===== config.mk =====
export PLATFORM = sky130hd
export DESIGN_NAME = random_sequencer
export DESIGN_NICKNAME = d
export VERILOG_FILES = /design/src/rtl/random_sequencer.sv
export SDC_FILE = /design/constraint.sdc
export NUM_CORES = 1
export LEC_CHECK = 0
export BUFFER_PORTS_ARGS = -buffer_cell sky130_fd_sc_hd__buf_2
export CAP_MARGIN = 15
export CORE_MARGIN = 1
export CORE_UTILIZATION = 54
export CTS_BUF_LIST = sky130_fd_sc_hd__clkbuf_16
export CTS_CLUSTER_DIAMETER = 60
export DETAILED_ROUTE_END_ITERATION = 8
export PLACE_DENSITY = 0.79
export REMOVE_ABC_BUFFERS = 1
export SLEW_MARGIN = 40
export SYNTH_ARGS = -nofsm -noshare
export SYNTH_HDL_FRONTEND = slang
export SYNTH_SLANG_ARGS = --single-unit

===== constraint.sdc =====
create_clock -name Cp -period 1.9 [get_ports Cp]
set_input_delay 0.095 -clock Cp [delete_from_list [all_inputs] [get_ports Cp]]
set_output_delay 0.095 -clock Cp [all_outputs]
set_load 0.05 [all_outputs]

===== src/rtl/random_sequencer.sv =====
// Round-robin sequencer for the shared serial random core: seed load, warm-up discard, WIDTH-bit deserialise.
// Optional reserved-code rejection is enabled with `define RANDOM_SEQ_CODE_CHECK_EN.
module random_sequencer #(
   parameter int WIDTH  = 8,
   parameter int WARMUP = 2
) (
   input  logic             Cp,
   input  logic             Rst_n,
   input  logic             req0,
   input  logic             req1,
   input  logic [2:0]       code0,
   input  logic [2:0]       code1,
   output logic             gnt0,
   output logic             gnt1,
   output logic             S,
   output logic [2:0]       code,
   input  logic             rnd_in,
   output logic [WIDTH-1:0] rdata,
   output logic             rvalid,
   output logic             rid,
   output logic             rerr
);

   typedef enum logic [2:0] {IDLE, LOAD, WARM, SHIFT, DONE} state_t;

   localparam logic [5:0] WARM_LAST  = 6'(WARMUP - 1);
   localparam logic [5:0] WIDTH_LAST = 6'(WIDTH - 1);

   state_t           state_r, state_nxt;
   logic [5:0]       cnt_r, cnt_nxt;
   logic [WIDTH-1:0] sh_r, sh_nxt;
   logic [WIDTH-1:0] rdata_r, rdata_nxt;
   logic [2:0]       code_r, code_nxt;
   logic             ptr_r, ptr_nxt;
   logic             id_r, id_nxt;
   logic             rid_r, rid_nxt;
   logic             gnt0_r, gnt0_nxt;
   logic             gnt1_r, gnt1_nxt;
   logic             take0_s, take1_s;
   logic [2:0]       sel_code_s;
`ifdef RANDOM_SEQ_CODE_CHECK_EN
   logic             err_r, err_nxt;
`endif

   // Arbitration: the pointer only matters when both requesters are asking
   always_comb begin
      take0_s    = req0 & (~req1 | ~ptr_r);
      take1_s    = req1 & (~req0 | ptr_r);
      sel_code_s = take1_s ? code1 : code0;
   end

   // Next-state and datapath update
   always_comb begin
      state_nxt = state_r;
      cnt_nxt   = cnt_r;
      sh_nxt    = sh_r;
      rdata_nxt = rdata_r;
      code_nxt  = code_r;
      ptr_nxt   = ptr_r;
      id_nxt    = id_r;
      rid_nxt   = rid_r;
      gnt0_nxt  = 1'b0;
      gnt1_nxt  = 1'b0;
`ifdef RANDOM_SEQ_CODE_CHECK_EN
      err_nxt   = err_r;
`endif
      case (state_r)
         IDLE: begin
            if (take0_s | take1_s) begin
               gnt0_nxt = take0_s;
               gnt1_nxt = take1_s;
               ptr_nxt  = take0_s;
               id_nxt   = take1_s;
               cnt_nxt  = 6'd0;
`ifdef RANDOM_SEQ_CODE_CHECK_EN
               if (sel_code_s == 3'b111) begin
                  // Reserved code: report at once, never touch the core
                  state_nxt = DONE;
                  rdata_nxt = '0;
                  rid_nxt   = take1_s;
                  err_nxt   = 1'b1;
               end else begin
                  state_nxt = LOAD;
                  code_nxt  = sel_code_s;
                  err_nxt   = 1'b0;
               end
`else
               state_nxt = LOAD;
               code_nxt  = sel_code_s;
`endif
            end else begin
               state_nxt = IDLE;
            end
         end
         LOAD: begin
            cnt_nxt = 6'd0;
            if (WARMUP == 0) begin
               state_nxt = SHIFT;
            end else begin
               state_nxt = WARM;
            end
         end
         WARM: begin
            if (cnt_r == WARM_LAST) begin
               state_nxt = SHIFT;
               cnt_nxt   = 6'd0;
            end else begin
               cnt_nxt = cnt_r + 6'd1;
            end
         end
         SHIFT: begin
            sh_nxt = (sh_r << 1) | {{(WIDTH-1){1'b0}}, rnd_in};
            if (cnt_r == WIDTH_LAST) begin
               state_nxt = DONE;
               rdata_nxt = sh_nxt;
               rid_nxt   = id_r;
            end else begin
               cnt_nxt = cnt_r + 6'd1;
            end
         end
         DONE: begin
            state_nxt = IDLE;
         end
         default: begin
            state_nxt = IDLE;
         end
      endcase
   end

   // State register
   always_ff @(posedge Cp or negedge Rst_n) begin
      if (!Rst_n) begin
         state_r <= IDLE;
      end else begin
         state_r <= state_nxt;
      end
   end

   // Datapath and output registers
   always_ff @(posedge Cp or negedge Rst_n) begin
      if (!Rst_n) begin
         cnt_r   <= 6'd0;
         sh_r    <= '0;
         rdata_r <= '0;
         code_r  <= 3'b000;
         ptr_r   <= 1'b0;
         id_r    <= 1'b0;
         rid_r   <= 1'b0;
         gnt0_r  <= 1'b0;
         gnt1_r  <= 1'b0;
`ifdef RANDOM_SEQ_CODE_CHECK_EN
         err_r   <= 1'b0;
`endif
      end else begin
         cnt_r   <= cnt_nxt;
         sh_r    <= sh_nxt;
         rdata_r <= rdata_nxt;
         code_r  <= code_nxt;
         ptr_r   <= ptr_nxt;
         id_r    <= id_nxt;
         rid_r   <= rid_nxt;
         gnt0_r  <= gnt0_nxt;
         gnt1_r  <= gnt1_nxt;
`ifdef RANDOM_SEQ_CODE_CHECK_EN
         err_r   <= err_nxt;
`endif
      end
   end

   assign gnt0   = gnt0_r;
   assign gnt1   = gnt1_r;
   assign S      = (state_r == LOAD);
   assign code   = code_r;
   assign rdata  = rdata_r;
   assign rvalid = (state_r == DONE);
   assign rid    = rid_r;
`ifdef RANDOM_SEQ_CODE_CHECK_EN
   assign rerr   = err_r & (state_r == DONE);
`else
   assign rerr   = 1'b0;
`endif

endmodule


### Word level (Yosys, flattened, before mapping)

Cells that the tools add are included.

| word-level totals | value |
|---|---|
| register bits after elaboration | 32 |
| input port bits | 11 |
| output and inout port bits | 17 |

| operators by class | value |
|---|---|
| $add $sub $neg | 1 |
| equality and inequality tests | 10 |
| mux-type cells | 13 |
| bitwise logic cells | 9 |
| reduce and logical (&&, ||, !) cells | 6 |

Operators by type and width:

| operator | count |
|---|---|
| $pmux 6 s4 | 1 |
| $mux 6 | 3 |
| $pmux 3 s4 | 1 |
| $mux 3 | 3 |
| $ne 2x2->1 const B | 4 |
| $or 8x1->8 | 1 |
| $add 6x1->6 const B | 1 |
| $eq 3x2->1 const B | 2 |
| $eq 6x1->1 const B | 1 |
| $eq 6x3->1 const B | 1 |
| $reduce_and 2->1 | 3 |
| $mux 1 | 5 |
| $reduce_bool 4->1 | 1 |
| $eq 3x1->1 const B | 1 |
| $eq 3x3->1 const B | 1 |
| $logic_not 3->1 | 1 |
| $not 1->1 | 3 |
| $or 1x1->1 | 3 |
| $reduce_and 3->1 | 1 |
| $and 1x1->1 | 2 |

### Logic depth before layout (Yosys ltp)

| logic depth | value |
|---|---|
| word-level depth | 6 |
| mapped depth | 6 |

### Worst setup path before layout

No wires, ideal clock.

| timing | value |
|---|---|
| path type | flip-flop to output port |
| start point | reg state_r[2] |
| end point | out S |
| data arrival time | 1.765 ns |
| required time | 1.805 ns |
| slack | 0.040 ns |
| stages on the path, launching flop included | 3 |
| cell sequence | dfrtp_1 > clkbuf_1 > nor3b_1 |

| between the ends | value |
|---|---|
| cells in the longest elaborated chain, start to end | 1 |

RTL lines:

| element | line | text |
|---|---|---|
| start, declared | 29 | `state_t state_r, state_nxt;` |
| start signal, assigned | 135 | `state_r <= state_nxt;` |
| $eq 3x1->1 | 172 | `assign S = (state_r == LOAD);` |
| end, declared | 15 | `output logic S,` |

Every way passes these cells.

### Worst setup path in the final report

| timing | value |
|---|---|
| start point | reg cnt_r[3] |
| end point | reg rdata_r[0] (netlist: rdata[0]) |

| between the ends | value |
|---|---|
| cells in the longest elaborated chain, start to end | 2 |

RTL lines:

| element | line | text |
|---|---|---|
| start, declared | 30 | `logic [5:0] cnt_r, cnt_nxt;` |
| start signal, assigned | 155 | `cnt_r <= cnt_nxt;` |
| $eq 6x3->1 | 113 | `if (cnt_r == WIDTH_LAST) begin` |
| $reduce_and 2->1 (no line) | n/a |  |
| end signal, assigned | 157 | `rdata_r <= rdata_nxt;` |
| end, declared | 32 | `logic [WIDTH-1:0] rdata_r, rdata_nxt;` |

Every way passes these cells.
A chain may end at the register's enable or synchronous reset.

==> flow_summary.ini <==
[min_path]
hp-class = in -> reg

[global_route]
top_usage_layer = met2
grt_use_met1_pct = 31.2
antenna_found_initial = 0
grt-ovfl-total = 0
grt_pass1_vias = 985
grt_use_total_pct = 22.5
use_met3_pct = 5.08
grt_max_degree = 33
grt_util_met2_pct = 33.9
grt_pass1_wl_microns = 4550

[timing]
fin_skew_ns = 0.00389
relSlewSlack_pct = 52.3
fin_setup_tns_ns = 0
fmax_mhz = 570
slew_viol_final = 0
period_needed_ns = 1.76
rsz0062_at_grt = no
worst_pin_slew_ns = 0.715
fin_crit_sh_pct = 92.4
finalSetupViolations = 0
hold_viol = 0

[layout]
drive_above_1_share_pct = 37.4
final_nets = 167
area_growth_pct = 22.2
diodes = 0

[routing]
ant_nets = 0
wire_per_inst_microns = 15.1
vias_per_cell = 5.75
drc = 0
dr.pass1.iters = 4
vias = 1064
drt_wl_total_microns = 2790
first_iter_violations = 17

[yosys]
synthesis.area_sq_um = 1470
synth_edf_count = 0
synth_flop_cell = dfrtp_1
ys_top_cells_by_area = dfrtp_1 55%, mux2_2 12%, mux2i_1 2.0%
avgSynthCellArea_sq_um = 12.1
ys_ff_latch = 32
synthTopCellsByCount = 32 x dfrtp_1, 16 x mux2_2, 6 x nor2_1
post_synth_num_cell_types = 39
async_flop_share_pct = 100
synthCells = 121
yosysMostFrequentCell = dfrtp_1
yosysWarnings = 0
synth_top_area_share_pct = 54.5
ys_seq_area_share_pct = 54.5
yosysTopAreaCell = dfrtp_1

[setup_path]
reg2reg_from = cnt_r[3]
r2r_slack_ns = 0.14
crit_type = reg -> reg
cp-end-kind = register
crit_arrival_ns = 1.91
worst-path-max-fanout = 10
required_ns = 2.06
worstSetupEndpoint = rdata[0]
r2r-end = rdata[0]
critical_path.startpoint_type = register
startpoint = cnt_r[3]
reg2regPathDepth = 4

[floorplan]
io_pins = 28
num_rows = 18
die_x_microns = 54.2
start_util_pct = 58.2
die_area_sq_um = 2930
core_sq_um = 2520
die_h_microns = 54.2

[placement]
gp_congestion = 0.815
dpl.hpwl_microns = 1880
io_buffers = 26

[power_and_ir_drop]
powerDensity_nw_per_um2 = 1940
max-vdd-ir-drop_mv = 1.25
p_leak_nw = 0.854
total_power_w = 0.00348

[clock_tree]
cts_tree = done
clkTransAtPathRegs_ns = 0.05
cts_resized = 0
cts_root_buf = clkbuf_16
cts_buffers = 5
ctsHoldBuffers = 1
cts_sinks = 32
htree_num_levels = 2
cts_setup_buffers = 0
clockBufferDepth = 2
clk_latency_ns = 0.27

[run]
cap_violations = 0

[status]
status = finished clean
metrics by stage:
step	util [%]	instances	hold slack, ns	setup WS, ns	instance area (sq um)
6_report	71.2	185	0.0675	0.144	1800
3_3_place_gp	65.0	176	0.169	0.233	1640
2_1_floorplan	-	116	-0.201	0.127	1440
3_5_place_dp	65.0	176	0.182	0.145	1640
4_1_cts	71.2	185	0.0631	0.132	1800
5_1_grt	71.2	185	0.0686	0.0425	1800
layout make-up:
class | count | area [sq um]
Clock buffer | 5 | 125
Clock inverter | 3 | 20.0
Fill cell | 194 | 727
Inverter | 5 | 18.8
Multi-Input combinational cell | 79 | 623
Sequential cell | 32 | 801
Tap cell | 30 | 37.5
Timing Repair Buffer | 31 | 170
metal layers:
metal | vias up | routed length, microns
li1 | 512 | -
met1 | 523 | 1280
met2 | 26 | 1380
met3 | 3 | 98
met4 | 0 | 29
met5 | - | 0
flip-flops by register name, summed over array words and instances (netlist names):
register	cells
id_r	1
gnt0	1
cnt_r	6
rdata	8
rid	1
code	3
gnt1	1
state_r	3
ptr_r	1
sh_r	7
how the worst min path moves through the flow:
stage,from,to,slack [ns],depth (start not counted)
6_report,rnd_in,sh_r[0],0.07,2
5_1_grt,rnd_in,sh_r[0],0.07,2
4_1_cts,rnd_in,sh_r[0],0.06,2
3_5_place_dp,Rst_n,cnt_r[1],0.18,1
3_3_place_gp,Rst_n,cnt_r[1],0.17,1
2_1_floorplan,Rst_n,cnt_r[0],-0.20,0
critical path, stage by stage, from the launching register on:
cell     delay (ns)
dfrtp_1        0.46
nor3_2         0.32
nand3_1        0.19
nor2_4         0.28
mux2_2         0.38
power by group:
| group | leakage, nW | internal, W | switching (W) |
|---|---|---|---|
| registers | 0.394 | 0.000987 | 0.000273 |
| clock network | 0.0712 | 0.000481 | 0.000276 |
| logic | 0.390 | 0.000557 | 0.000903 |
logic make-up (layout without fill, tap and decap cells):
kind of cell    count (synthesis)  after routing  share of synthesized area [%]
buf+inv                        10             44                           3.07
mux                            19             19                           14.3
xor+xnor                        1              1                          0.596
fa+ha+maj                       2              2                           1.70
other cells                     1              1                          0.255
compound gates                 22             22                           9.54
flops                          32             32                           54.5
simple gates                   34             34                           16.0
placed cells by master (no fill, tap or decap), drive strengths merged, types with 2 or more instances in the layout:
cell type / instances
ha: 2
nand2: 5
or4b: 3
nor4: 2
o21ai: 7
mux2i: 3
nor2: 7
inv: 6
a21oi: 5
nand3b: 2
dfrtp: 32
clkbuf: 5
o41ai: 3
buf: 30
a2bb2oi: 2
nor3: 5
mux2: 16
nand3: 2
Power figures use the tool's default switching activity.
